File: config.mk
export PLATFORM = sky130hd
export DESIGN_NAME = cavlc_coeff_scanner
export DESIGN_NICKNAME = d
export VERILOG_FILES = /design/src/rtl/cavlc_pkg.sv /design/src/rtl/cavlc_coeff_scanner.sv
export SDC_FILE = /design/constraint.sdc
export NUM_CORES = 1
export LEC_CHECK = 0
export CORE_MARGIN = 10
export CORE_UTILIZATION = 46
export DETAILED_ROUTE_END_ITERATION = 16
export PLACE_DENSITY_LB_ADDON = 0.08
export SYNTH_ARGS = -nofsm -noshare
export SYNTH_HDL_FRONTEND = slang
export SYNTH_SLANG_ARGS = --single-unit
File: constraint.sdc
create_clock -name clk -period 4.59 [get_ports clk]
set_input_delay 0.6885 -clock clk [delete_from_list [all_inputs] [get_ports clk]]
set_output_delay 0.6885 -clock clk [all_outputs]
set_load 0.01 [all_outputs]
File: src/rtl/cavlc_pkg.sv
// Types and constants shared by the CAVLC coefficient scanner, level-code
// encoder and run encoders.
package cavlc_pkg;

  localparam int COEFF_W = 8;
  localparam int BLK_N   = 16;
  localparam int MAX_T1  = 3;

  typedef logic signed [COEFF_W-1:0] coeff_t;
  typedef logic [3:0]                run_t;

  typedef enum logic [1:0] {
    IDLE,
    SCAN,
    DONE
  } scan_state_e;

endpackage

File: src/rtl/cavlc_coeff_scanner.sv
// Scans one latched zigzag block from highest to lowest frequency, one
// coefficient per cycle, and builds the CAVLC block statistics.
module cavlc_coeff_scanner #(
  parameter int COEFF_W = 8,
  parameter int BLK_N   = 16
) (
  input  logic                            clk,
  input  logic                            rst,
  input  logic                            h264_reset,
  input  logic                            load,
  input  logic [4:0]                      max_coeff,
  input  logic [BLK_N-1:0][COEFF_W-1:0]   coeff_in,
  output logic                            ready,
  output logic                            busy,
  output logic                            done,
  output logic [4:0]                      total_coeff_cnt,
  output logic [1:0]                      trailing_ones_cnt,
  output logic [2:0]                      t1_signs,
  output logic [BLK_N-1:0][COEFF_W-1:0]   level_code_list,
  output logic [4:0]                      level_code_cnt,
  output logic [4:0]                      total_zeros,
  output logic [BLK_N-1:0][3:0]           run_list,
  output logic [4:0]                      run_cnt
);
  import cavlc_pkg::*;

  localparam int IDX_W = $clog2(BLK_N);
  localparam logic [COEFF_W-1:0] MOST_NEG  = {1'b1, {(COEFF_W-1){1'b0}}};
  localparam logic [COEFF_W-1:0] CLAMP_VAL = MOST_NEG + 1'b1;

  scan_state_e                  state_q, state_d;
  logic [BLK_N-1:0][COEFF_W-1:0] blk_q, blk_d;
  logic [IDX_W-1:0]             idx_q, idx_d;
  logic                         seen_nz_q, seen_nz_d;
  logic                         t1_open_q, t1_open_d;
  run_t                         zero_run_q, zero_run_d;
  logic [4:0]                   tc_q, tc_d;
  logic [1:0]                   t1_q, t1_d;
  logic [2:0]                   t1_signs_q, t1_signs_d;
  logic [BLK_N-1:0][COEFF_W-1:0] lvl_q, lvl_d;
  logic [4:0]                   lvl_cnt_q, lvl_cnt_d;
  logic [4:0]                   tz_q, tz_d;
  run_t [BLK_N-1:0]             run_q, run_d;

  // Classification of the coefficient under the scan pointer.
  logic signed [COEFF_W-1:0] cur;
  logic signed [COEFF_W:0]   cur_ext, cur_mag;
  logic                      cur_nz, cur_t1;

  always_comb begin
    cur     = blk_q[idx_q];
    cur_ext = {cur[COEFF_W-1], cur};
    cur_mag = cur_ext[COEFF_W] ? -cur_ext : cur_ext;
    cur_nz  = (cur != '0);
    cur_t1  = t1_open_q && (cur_mag == (COEFF_W+1)'(1)) && (t1_q < 2'(MAX_T1));
  end

  always_comb begin
    // NOTE: every _d gets its hold value first so no path through this block infers a latch.
    state_d    = state_q;
    blk_d      = blk_q;
    idx_d      = idx_q;
    seen_nz_d  = seen_nz_q;
    t1_open_d  = t1_open_q;
    zero_run_d = zero_run_q;
    tc_d       = tc_q;
    t1_d       = t1_q;
    t1_signs_d = t1_signs_q;
    lvl_d      = lvl_q;
    lvl_cnt_d  = lvl_cnt_q;
    tz_d       = tz_q;
    run_d      = run_q;

    case (state_q)
      IDLE, DONE: begin
        state_d = load ? SCAN : IDLE;
        if (load) begin
          // -128 has no positive counterpart in the level code; fold it to -127.
          for (int i = 0; i < BLK_N; i++)
            blk_d[i] = (coeff_in[i] == MOST_NEG) ? CLAMP_VAL : coeff_in[i];
          idx_d      = IDX_W'(max_coeff - 5'd1);
          seen_nz_d  = 1'b0;
          t1_open_d  = 1'b1;
          zero_run_d = '0;
          tc_d       = '0;
          t1_d       = '0;
          t1_signs_d = '0;
          lvl_d      = '0;
          lvl_cnt_d  = '0;
          tz_d       = '0;
          run_d      = '0;
        end
      end

      SCAN: begin
        if (cur_nz) begin
          if (cur_t1) begin
            t1_d       = t1_q + 2'd1;
            t1_signs_d = {t1_signs_q[1:0], cur[COEFF_W-1]};
          end else begin
            t1_open_d                  = 1'b0;
            lvl_d[IDX_W'(lvl_cnt_q)]   = cur;
            lvl_cnt_d                  = lvl_cnt_q + 5'd1;
          end
          if (seen_nz_q) run_d[IDX_W'(tc_q - 5'd1)] = zero_run_q;
          zero_run_d = '0;
          tc_d       = tc_q + 5'd1;
          seen_nz_d  = 1'b1;
        end else if (seen_nz_q) begin
          tz_d       = tz_q + 5'd1;
          zero_run_d = zero_run_q + 4'd1;
        end

        if (idx_q == '0) begin
          state_d = DONE;
          // The lowest nonzero's run extends down to index 0.
          if (seen_nz_d) run_d[IDX_W'(tc_d - 5'd1)] = zero_run_d;
        end else begin
          idx_d = idx_q - 1'b1;
        end
      end

      default: state_d = IDLE;
    endcase
  end

  // NOTE: sequential state uses <= so every flop samples the pre-edge values of the others.
  always_ff @(posedge clk) begin
    if (rst || h264_reset) begin
      state_q    <= IDLE;
      idx_q      <= '0;
      seen_nz_q  <= 1'b0;
      t1_open_q  <= 1'b1;
      zero_run_q <= '0;
      tc_q       <= '0;
      t1_q       <= '0;
      t1_signs_q <= '0;
      lvl_q      <= '0;
      lvl_cnt_q  <= '0;
      tz_q       <= '0;
      run_q      <= '0;
    end else begin
      state_q    <= state_d;
      idx_q      <= idx_d;
      seen_nz_q  <= seen_nz_d;
      t1_open_q  <= t1_open_d;
      zero_run_q <= zero_run_d;
      tc_q       <= tc_d;
      t1_q       <= t1_d;
      t1_signs_q <= t1_signs_d;
      lvl_q      <= lvl_d;
      lvl_cnt_q  <= lvl_cnt_d;
      tz_q       <= tz_d;
      run_q      <= run_d;
    end
  end

  // NOTE: the latched block is only read during SCAN, which always follows a load, so it needs no reset.
  always_ff @(posedge clk) begin
    blk_q <= blk_d;
  end

  assign ready             = (state_q != SCAN);
  assign busy              = (state_q == SCAN);
  assign done              = (state_q == DONE);
  assign total_coeff_cnt   = tc_q;
  assign trailing_ones_cnt = t1_q;
  assign t1_signs          = t1_signs_q;
  assign level_code_list   = lvl_q;
  assign level_code_cnt    = lvl_cnt_q;
  assign total_zeros       = tz_q;
  assign run_list          = run_q;
  assign run_cnt           = tc_q;

endmodule

; Word level (Yosys, flattened, before mapping)
; Cells that the tools add are included.
[totals]
reg_bits = 352
latchBits = 0
ramBits = 0
romBits = 0
input_bits = 137
out_inout_bits = 220
wordCells = 181
memories = 0
[classes]
addsub = 10
mul = 0
div_mod_pow = 0
n_lt_le_gt_ge = 8
n_eq_ne = 28
shifts = 0
mux = 60
bitwise = 0
n_reduce_logical = 17
[op_table]
columns = op, n
row1 = 128-bit 2-to-1 mux, 3
row2 = 64-bit 2-to-1 mux, 6
row3 = 128-bit case mux with 2 select lines, 1
row4 = 128-bit bitwise mux, 1
row5 = 64-bit bitwise mux, 2
row6 = "8-bit equality test, second input constant", 16
row7 = 64-bit case mux with 2 select lines, 1
row8 = 5-bit 2-to-1 mux, 7
row9 = 8-bit binary-select mux with 4-bit select, 1
row10 = 4-bit demux with 4-bit select, 2
row11 = 8-bit demux with 4-bit select, 1
row12 = 4-bit 2-to-1 mux, 8
row13 = 5-bit case mux with 2 select lines, 3
row14 = "4-bit by 5-bit < comparator with 1-bit output, second input constant", 4
row15 = 8-bit 2-to-1 mux, 2
row16 = 4-bit case mux with 2 select lines, 2
row17 = "4-bit by 1-bit subtractor with 4-bit output, second input constant", 4
row18 = "5-bit by 1-bit adder with 5-bit output, second input constant", 3
row19 = "4-bit by 1-bit greater-or-equal comparator with 1-bit output, second input constant", 3
row20 = 4-bit AND reduction, 3
row21 = "2-bit by 1-bit inequality test with 1-bit output, second input constant", 5
row22 = "9-bit by 2-bit equality test with 1-bit output, second input constant", 1
row23 = 3-bit 2-to-1 mux, 3
row24 = 9-bit 2-to-1 mux, 1
row25 = other kinds (21), 40

; Depth between registers and ports, before layout
; Gate-level depths: netlist of the first run.
[logic_depth]
word_depth = 14
ltp_mapped = 20
depth_no_buf = 14

; Least setup slack after synthesis of the first run
; No wires, ideal clock.
[synth_path]
path_kind = input port to flip-flop
start = input load
end = register run_q (netlist bit run_list[9])
setup_ns = 0.134
arrival_time_ns = 4.534
required_time_ns = 4.456
slack_ns = -0.078
path_stages = 6
path_buffers = 1
cell_sequence = nand2b_1 > inv_1 > nor2_1 > clkbuf_1 > a221oi_2 > a211oi_1
[synth_via]
elab_chain_cells = 2
[synth_lines]
columns = element, line_no
row1 = start: declaration, cavlc_coeff_scanner.sv:10  ; input logic load,
row2 = 2-bit inequality test (no source line), --
row3 = 2-bit AND reduction (no source line), --
row4 = end signal: assignment, cavlc_coeff_scanner.sv:154  ; run_q <= run_d;
row5 = end: declaration, cavlc_coeff_scanner.sv:43  ; run_t [BLK_N-1:0] run_q, run_d;
; No other way between the ends.
; A chain may end at the register's enable or synchronous reset.

; Final worst setup path of the first run
[layout_path]
start = register idx_q[0]
end = register run_q (netlist bit run_list[19])
[layout_via]
elab_chain_cells = 14
word_cells_on_any_way = 22
cone_classes = add/sub (1) / order compare (2) / mux (16) / reduce/logical (3)
[layout_lines]
columns = element, line_no
row1 = start: declaration, cavlc_coeff_scanner.sv:33  ; logic [IDX_W-1:0] idx_q, idx_d;
row2 = start signal: assignment, cavlc_coeff_scanner.sv:144  ; idx_q <= idx_d;
row3 = 8-bit binary-select mux with 4-bit select, cavlc_coeff_scanner.sv:51  ; cur = blk_q[idx_q];
row4 = 8-bit 2-to-1 mux (not written as such), cavlc_coeff_scanner.sv:51
row5 = 8-bit nonzero test, cavlc_coeff_scanner.sv:54  ; cur_nz = (cur != '0);
row6 = 5-bit 2-to-1 mux, cavlc_coeff_scanner.sv:96  ; if (cur_nz) begin
row7 = 5-bit 2-to-1 mux, cavlc_coeff_scanner.sv:74  ; case (state_q)
row8 = 4-bit by 1-bit subtractor with 4-bit output, cavlc_coeff_scanner.sv:117  ; if (seen_nz_d) run_d[IDX_W'(tc_d - 5'd1)] = zero_run_d;
row9 = 4-bit by 5-bit < comparator with 1-bit output (not written as such) / 4-bit by 1-bit greater-or-equal comparator with 1-bit output (equally long branches), cavlc_coeff_scanner.sv:117
row10 = 1-bit logical AND (not written as such), cavlc_coeff_scanner.sv:117
row11 = 4-bit 2-to-1 mux (not written as such), cavlc_coeff_scanner.sv:117
row12 = 4-bit demux with 4-bit select, cavlc_coeff_scanner.sv:117
row13 = 64-bit bitwise mux, cavlc_coeff_scanner.sv:117
row14 = 64-bit 2-to-1 mux, cavlc_coeff_scanner.sv:117
row15 = 64-bit 2-to-1 mux *, cavlc_coeff_scanner.sv:114  ; if (idx_q == '0) begin
row16 = 64-bit case mux with 2 select lines *, cavlc_coeff_scanner.sv:74
; Mark *: on every way between the ends. The rest lies on a longest branch, timed or not. The select of a mux whose other input is x is not followed.

==> metrics.cfg, run 1 <==
[run_status]
outcome=complete, no violations

[pwr]
p_comb_share_pct=7.1
p_sw_w=0.00152
power.total_w=0.00699
p_leak_nw=7.14
p_int_w=0.00547
p_seq_share_pct=47.9
powerDensity_nw_per_um2=342
p_sw_share_pct=21.8
peakVddDrop_v=0.000225
clkPwrFrac_pct=45.0

[logic_synthesis]
syn_area_per_cell_um2=10.3
syn_nets=1667
synthTopCellsByArea=dfxtp_1 (29%), edfxtp_1 (25%), nand3_1 (5.1%)
yosysSeqAreaShare_pct=53.5
synth_edf_count=128
ys_ff_latch=352
synth_top_flop_cell=dfxtp_1
yosysUniqueCellTypes=69
yosys.area.top_type=dfxtp_1
synthArstFlopShare_pct=0
syn-cell-area_um2=15600
synth_top_area_share_pct=28.8
synthCells=1515
yosysWarnings=0

[cts]
cts_htree_levels=2
cts_buffers=38
clk_pin_slew_ns=0.06
cts_tree=built
hold_buffers=0
insertion_delay_ns=0.51
clk_path_buf_depth=3
root_buffer=clkbuf_16
ctsResizeCount=0
cts.sinks=352
postCtsSetupBuffers=0

[placed_design]
place_area_um2=19200
globalplace.congestion=0.880
hpwl_um=35600
io_buffers=355
pre_cts_ws_ns=0.198

[setup_path]
cp-start-kind=flip-flop
crit_path_end_kind=flip-flop
critPathMaxFanout=18
crit_type=flip-flop to flip-flop
cp.required_ns=4.98
cp.arrival_ns=4.69

[global_route]
overflow=0
track_usage_pct=22.6
antenna_found_initial=2
grt_pass1_vias=12331
grt_pass1_wl_um=74000
grt_max_degree=132

[min_path]
hp-class=flip-flop to flip-flop

[timing]
hold_violations=0
tightest_slew_ns=1.00
setup_ws_ns=0.296
fin_crit_sh_pct=93.6
fmax_mhz=233
fin_skew_ns=0.0105
setup_viol=0
layout_min_cycle_time_ns=4.29
rsz0062_at_grt=false
slew_headroom_pct=33.0
tns_ns=0
slew_violations=0

[detailed_routing]
dr_total_vias=12588
vias_per_cell=5.70
wl_um=48600
drt-pass1-iter-count=6
antenna_left=0
wl_per_cell_um=22.0
drc=0
drt_iter0_markers=989

[cells_and_area]
final_nets=1886
layout-drive-gt1-share_pct=9.42
area_delta_synth_final_pct=31.5
diodes=0
design_area_um2=20500
post-route-util_pct=61.2

[floorplan]
io_pins=357
die_area_um2=41600
die_y_um=204
start_util_pct=46.5
coreArea_um2=33400
num_rows=67
die_w_um=204

[run]
cap_violations=0

## cells in the mapped netlist, types with 9 or more instances
cell type  instances
a211oi_1          15
a21o_1            16
a21oi_1           37
a221o_1           31
a221oi_1          14
a22oi_1           16
buf_2             20
clkbuf_1         191
dfxtp_1          224
edfxtp_1         128
ha_1              15
inv_1             18
mux2i_1           62
mux4_2            25
nand2_1           78
nand3_1          157
nand4_1           11
nor2_1            56
nor2b_1           10
nor3_1            62
nor4b_1           16
o211ai_1          14
o21ai_0          153
or4_1             10
xnor2_1            9
## worst max-delay path: stages (launching register included)
cell      delay (ns)
dfxtp_4         0.54
buf_4           0.31
mux2i_1         0.23
a221oi_1        0.12
a22oi_1         0.18
o21ai_0         0.14
inv_1           0.08
ha_1            0.16
inv_1           0.07
or4_1           0.65
nor2_1          0.63
buf_4           0.25
o31a_1          0.26
nor2_1          0.17
a221o_1         0.37
## state kept, by name (all words and copies together), names as in the netlist, 2 cells and up
signal             cells
blk_q                128
level_code_list      128
run_list              64
level_code_cnt         5
run_cnt                5
total_zeros            5
idx_q                  4
zero_run_q             4
t1_signs               3
state_q                2
trailing_ones_cnt      2
## cell type report
type / instances / area (um^2)
clock buffers: 50 / 1070
clock inverters: 18 / 218
fillers: 2735 / 13000
inverters: 19 / 75.1
multi-input cells: 920 / 6260
flip-flops and latches: 352 / 8330
well taps: 448 / 561
repair buffers: 403 / 3940
## power groups by stage
stage                     clock (W)  sequential, W  combinational (W)
after floorplan                   0        0.00340           0.000272
after global placement            0        0.00342           0.000488
after detailed placement          0        0.00342           0.000492
after CTS                   0.00321        0.00335           0.000493
after global routing        0.00333        0.00336           0.000532
final                       0.00315        0.00335           0.000493
## path summary, 6_finish.rpt
check	startpoint	end	slack [ns]	cells past startpoint
setup / recovery	idx_q[0]	run_list[19]	0.30	14
hold / removal	run_list[7]	run_list[7]	0.45	2
setup reg to reg	idx_q[0]	run_list[19]	0.30	14
hold reg to reg	run_list[7]	run_list[7]	0.45	2
## placed cells by master (no fill, tap or decap), drive strengths merged, types with 4 or more instances in the layout
| cell type | instances |
|---|---|
| a211oi | 15 |
| a21o | 16 |
| a21oi | 38 |
| a221o | 31 |
| a221oi | 16 |
| a22o | 7 |
| a22oi | 16 |
| a31oi | 7 |
| and2 | 4 |
| and3 | 5 |
| buf | 48 |
| bufinv | 5 |
| clkbuf | 50 |
| clkdlybuf4s50 | 355 |
| clkinv | 12 |
| dfxtp | 224 |
| edfxtp | 128 |
| ha | 15 |
| inv | 19 |
| mux2 | 7 |
| mux2i | 62 |
| mux4 | 29 |
| nand2 | 79 |
| nand2b | 5 |
| nand3 | 157 |
| nand4 | 11 |
| nor2 | 58 |
| nor2b | 10 |
| nor3 | 64 |
| nor4 | 9 |
| nor4b | 16 |
| o211ai | 14 |
| o21ai | 155 |
| o21bai | 4 |
| or2 | 6 |
| or3 | 7 |
| or4 | 10 |
| xnor2 | 9 |
| xor2 | 7 |
## through the flow
| stage | hold WS [ns] | std cells |
|---|---|---|
| final | 0.450 | 2210 |
| after global routing | 0.482 | 2210 |
| after CTS | 0.456 | 2210 |
| after detailed placement | 0.448 | 2142 |
| after global placement | 0.444 | 2142 |
| after floorplan | 0.450 | 1515 |
## logic make-up after synthesis
kind of cell / count (synthesis) / share of synthesized area [%]
simple gates: 445 / 14.6
flops: 352 / 53.5
compound gates: 346 / 14.6
buf+inv: 243 / 6.34
mux: 98 / 8.79
xor+xnor: 16 / 0.901
fa+ha+maj: 15 / 1.21
## per-layer routing
metal	track usage [%]	part of all wire (%)
met1	28.4	41
met2	37.4	48
met5	0	0.056
met3	5.25	7.7
met4	7.57	3.1
No activity file was read; power rests on OpenSTA's default activity.
==> run 2: changes to the inputs <==
--- a/config.mk
+++ b/config.mk
@@ -6,7 +6,7 @@
 export NUM_CORES = 1
 export LEC_CHECK = 0
 export CORE_MARGIN = 10
-export CORE_UTILIZATION = 46
+export CORE_UTILIZATION = 51
 export DETAILED_ROUTE_END_ITERATION = 16
 export PLACE_DENSITY_LB_ADDON = 0.08
 export SYNTH_ARGS = -nofsm -noshare
==> constraint.sdc (replaced) <==
create_clock -name clk -period 4.25 [get_ports clk]
set_input_delay 0.6375 -clock clk [delete_from_list [all_inputs] [get_ports clk]]
set_output_delay 0.6375 -clock clk [all_outputs]
set_load 0.01 [all_outputs]
==> run 2 against run 1 <==
Net effect:
- sequential power increased by 8.1%
- clock power increased by 7.9%
- largest cell class unchanged
- critical path type unchanged
- core utilization increased by 7.6 points
==> metrics.cfg, run 2 (synthesis results as in run 1) <==
[setup_path]
crit_type=flip-flop to flip-flop
cp_common_cell=inv_1
cp.arrival_ns=4.38  ; -0.31 ns
crit_path_end_kind=flip-flop
cpPeakStageDelay_ns=0.58  ; -0.07 ns
cp-start-kind=flip-flop
crit_path_top_delay_cell=or4_4
cp.required_ns=4.65  ; -0.33 ns
path_cells=buf_12, mux4_2, a22oi_1, o21ai_0, inv_1, ha_1, inv_1, or4_4, or3_1, nor3_2, a41oi_2, nor2_1, nor3_1, a221o_1
critPathMaxFanout=7  ; -11

[floorplan]
die_w_um=195  ; -4.5%
coreArea_um2=29900  ; -11%
start_util_pct=52.1  ; +5.6 points
die_y_um=195  ; -4.5%
die_area_um2=37900  ; -8.9%
num_rows=63  ; -6.0%
io_pins=357  ; unchanged

[timing]
slew_violations=0  ; unchanged
rsz0062_at_grt=false
setup_viol=0  ; unchanged
layout_min_cycle_time_ns=3.97  ; -0.320 ns
slew_headroom_pct=37.5  ; +4.6 points
setup_ws_ns=0.276  ; -0.0200 ns
fin_skew_ns=0.0128  ; +0.00235 ns
hold_violations=0  ; unchanged
whs_ns=0.455  ; +0.00521 ns
tightest_slew_ns=0.936  ; -0.0682 ns
fmax_mhz=252  ; +8.1%
fin_crit_sh_pct=93.5  ; about the same

[global_route]
antenna_found_initial=1  ; -1
overflow=0  ; unchanged
grt_pass1_wl_um=73500  ; -0.55%
track_usage_pct=24.2  ; +1.6 points
grt_pass1_vias=12259  ; -0.58%
grt_max_degree=131  ; -0.76%

[pwr]
p_leak_nw=7.21  ; +0.87%
peakVddDrop_v=0.000325  ; +45%
power.total_w=0.00756  ; +8.0%
powerDensity_nw_per_um2=368  ; +7.6%

[placed_design]
io_buffers=355  ; unchanged
globalplace.congestion=0.887  ; +0.84%
place_inst=2092  ; -2.3%
pre_cts_ws_ns=-0.0265  ; -0.224 ns
hpwl_um=35200  ; -1.1%
place_area_um2=19100  ; about the same

[cells_and_area]
layout_commonest_cell=clkdlybuf4s50_1
area_delta_synth_final_pct=32.0
mostFrequentLayoutCells=clkdlybuf4s50_1 (355), dfxtp_1 (221), nand3_1 (157), o21ai_0 (153), edfxtp_1 (128)
design_area_um2=20500  ; +0.40%
diodes=0  ; unchanged
stdcell_count=2165  ; -2.0%
fillers=2295  ; -16%
layout-drive-gt1-share_pct=10.5  ; +1.1 points
final_nets=1898  ; +0.64%

[cts]
clk_path_buf_depth=3  ; unchanged
clk_pin_slew_ns=0.06  ; about the same
root_buffer=clkbuf_16
hold_buffers=0  ; unchanged
cts_buffers=38  ; unchanged
insertion_delay_ns=0.52  ; about the same
cts_htree_levels=2  ; unchanged
cts_tree=built
cts.sinks=352  ; unchanged

[detailed_routing]
drc=0  ; unchanged
drt-pass1-iter-count=5  ; -1
drt_iter0_markers=1025  ; +3.6%
dr_total_vias=12774  ; +1.5%
antenna_left=0  ; unchanged
wl_um=48400  ; -0.46%
vias_per_cell=5.90  ; +3.6%
wl_per_cell_um=22.4  ; +1.6%

[min_path]
hp-class=flip-flop to flip-flop

[run]
cap_violations=0  ; unchanged

[run_status]
outcome=complete, no violations

-- run 2: cell count changes in the layout (fill, tap and decap cells not counted), moves of 3 or more --
cell / change
clkinv_2: -6
clkbuf_1: +3
buf_4: +10
clkbuf_8: +5
-- run 2: critical path: cells and delay by family, from the launching register on --
kind | cells | cell delay (ns)
buffers and inverters | 3 | 0.29
AND/OR/NAND/NOR | 5 | 1.69
multiplexers | 1 | 0.55
adder cells (fa/ha/maj) | 1 | 0.17
flip-flops | 1 | 0.41
AO/OA/AOI/OAI | 4 | 0.75
-- run 2: path summary, 6_finish.rpt --
kind                     from            to  slack, ns  cells past startpoint
setup / recovery     idx_q[0]  run_list[25]       0.28                     14
hold / removal    run_list[7]   run_list[7]       0.46                      2
setup reg to reg     idx_q[0]  run_list[25]       0.28                     14
hold reg to reg   run_list[7]   run_list[7]       0.46                      2
-- run 2: area by class of cell --
type                       count  area, um^2  share of cell area, %
timing repair buffer         415        4050                   19.7
inverter                      19        75.1                  0.366
multi-input combinational    920        6290                   30.7
clock inverter                10         158                  0.768
clock buffer                  59        1130                   5.52
sequential                   352        8330                   40.6
tap                          390         488                   2.38
-- run 2: per-layer routing --
layer | global-route usage (%) | routed length (um)
met1 | 30.2 | 19400
met2 | 39.7 | 23100
met3 | 5.87 | 4060
met4 | 9.03 | 1830
met5 | 0 | 13
-- run 2: per-stage QoR --
| step | util (%) | setup TNS [ns] |
|---|---|---|
| floorplan | - | 0 |
| global placement | 64.1 | 0 |
| detailed placement | 64.1 | -0.0685 |
| CTS | 68.4 | 0 |
| global route | 68.7 | 0 |
| finish | 68.7 | 0 |
-- run 2: what timing repair did --
action / 4_1_cts / 5_1_grt
resized for setup: 2 / 10
pin swaps: 0 / 2
setup buffers: 0 / 4
endpoints found under the setup margin: 8 / 141
-- run 2: where the power goes --
group	switching (W)	total [W]	internal, W
sequential	0.0000330	0.00362	0.00359
clock	0.00132	0.00340	0.00208
combinational	0.000289	0.000538	0.000249
==> run 3: changes to the inputs <==
--- a/config.mk
+++ b/config.mk
@@ -7,6 +7,7 @@
 export LEC_CHECK = 0
 export CORE_MARGIN = 10
 export CORE_UTILIZATION = 51
+export CTS_CLUSTER_SIZE = 30
 export DETAILED_ROUTE_END_ITERATION = 16
 export PLACE_DENSITY_LB_ADDON = 0.08
 export SYNTH_ARGS = -nofsm -noshare
==> results of run 3 <==
Same layout as run 2: the final DEF is identical, and so are final timing and power.
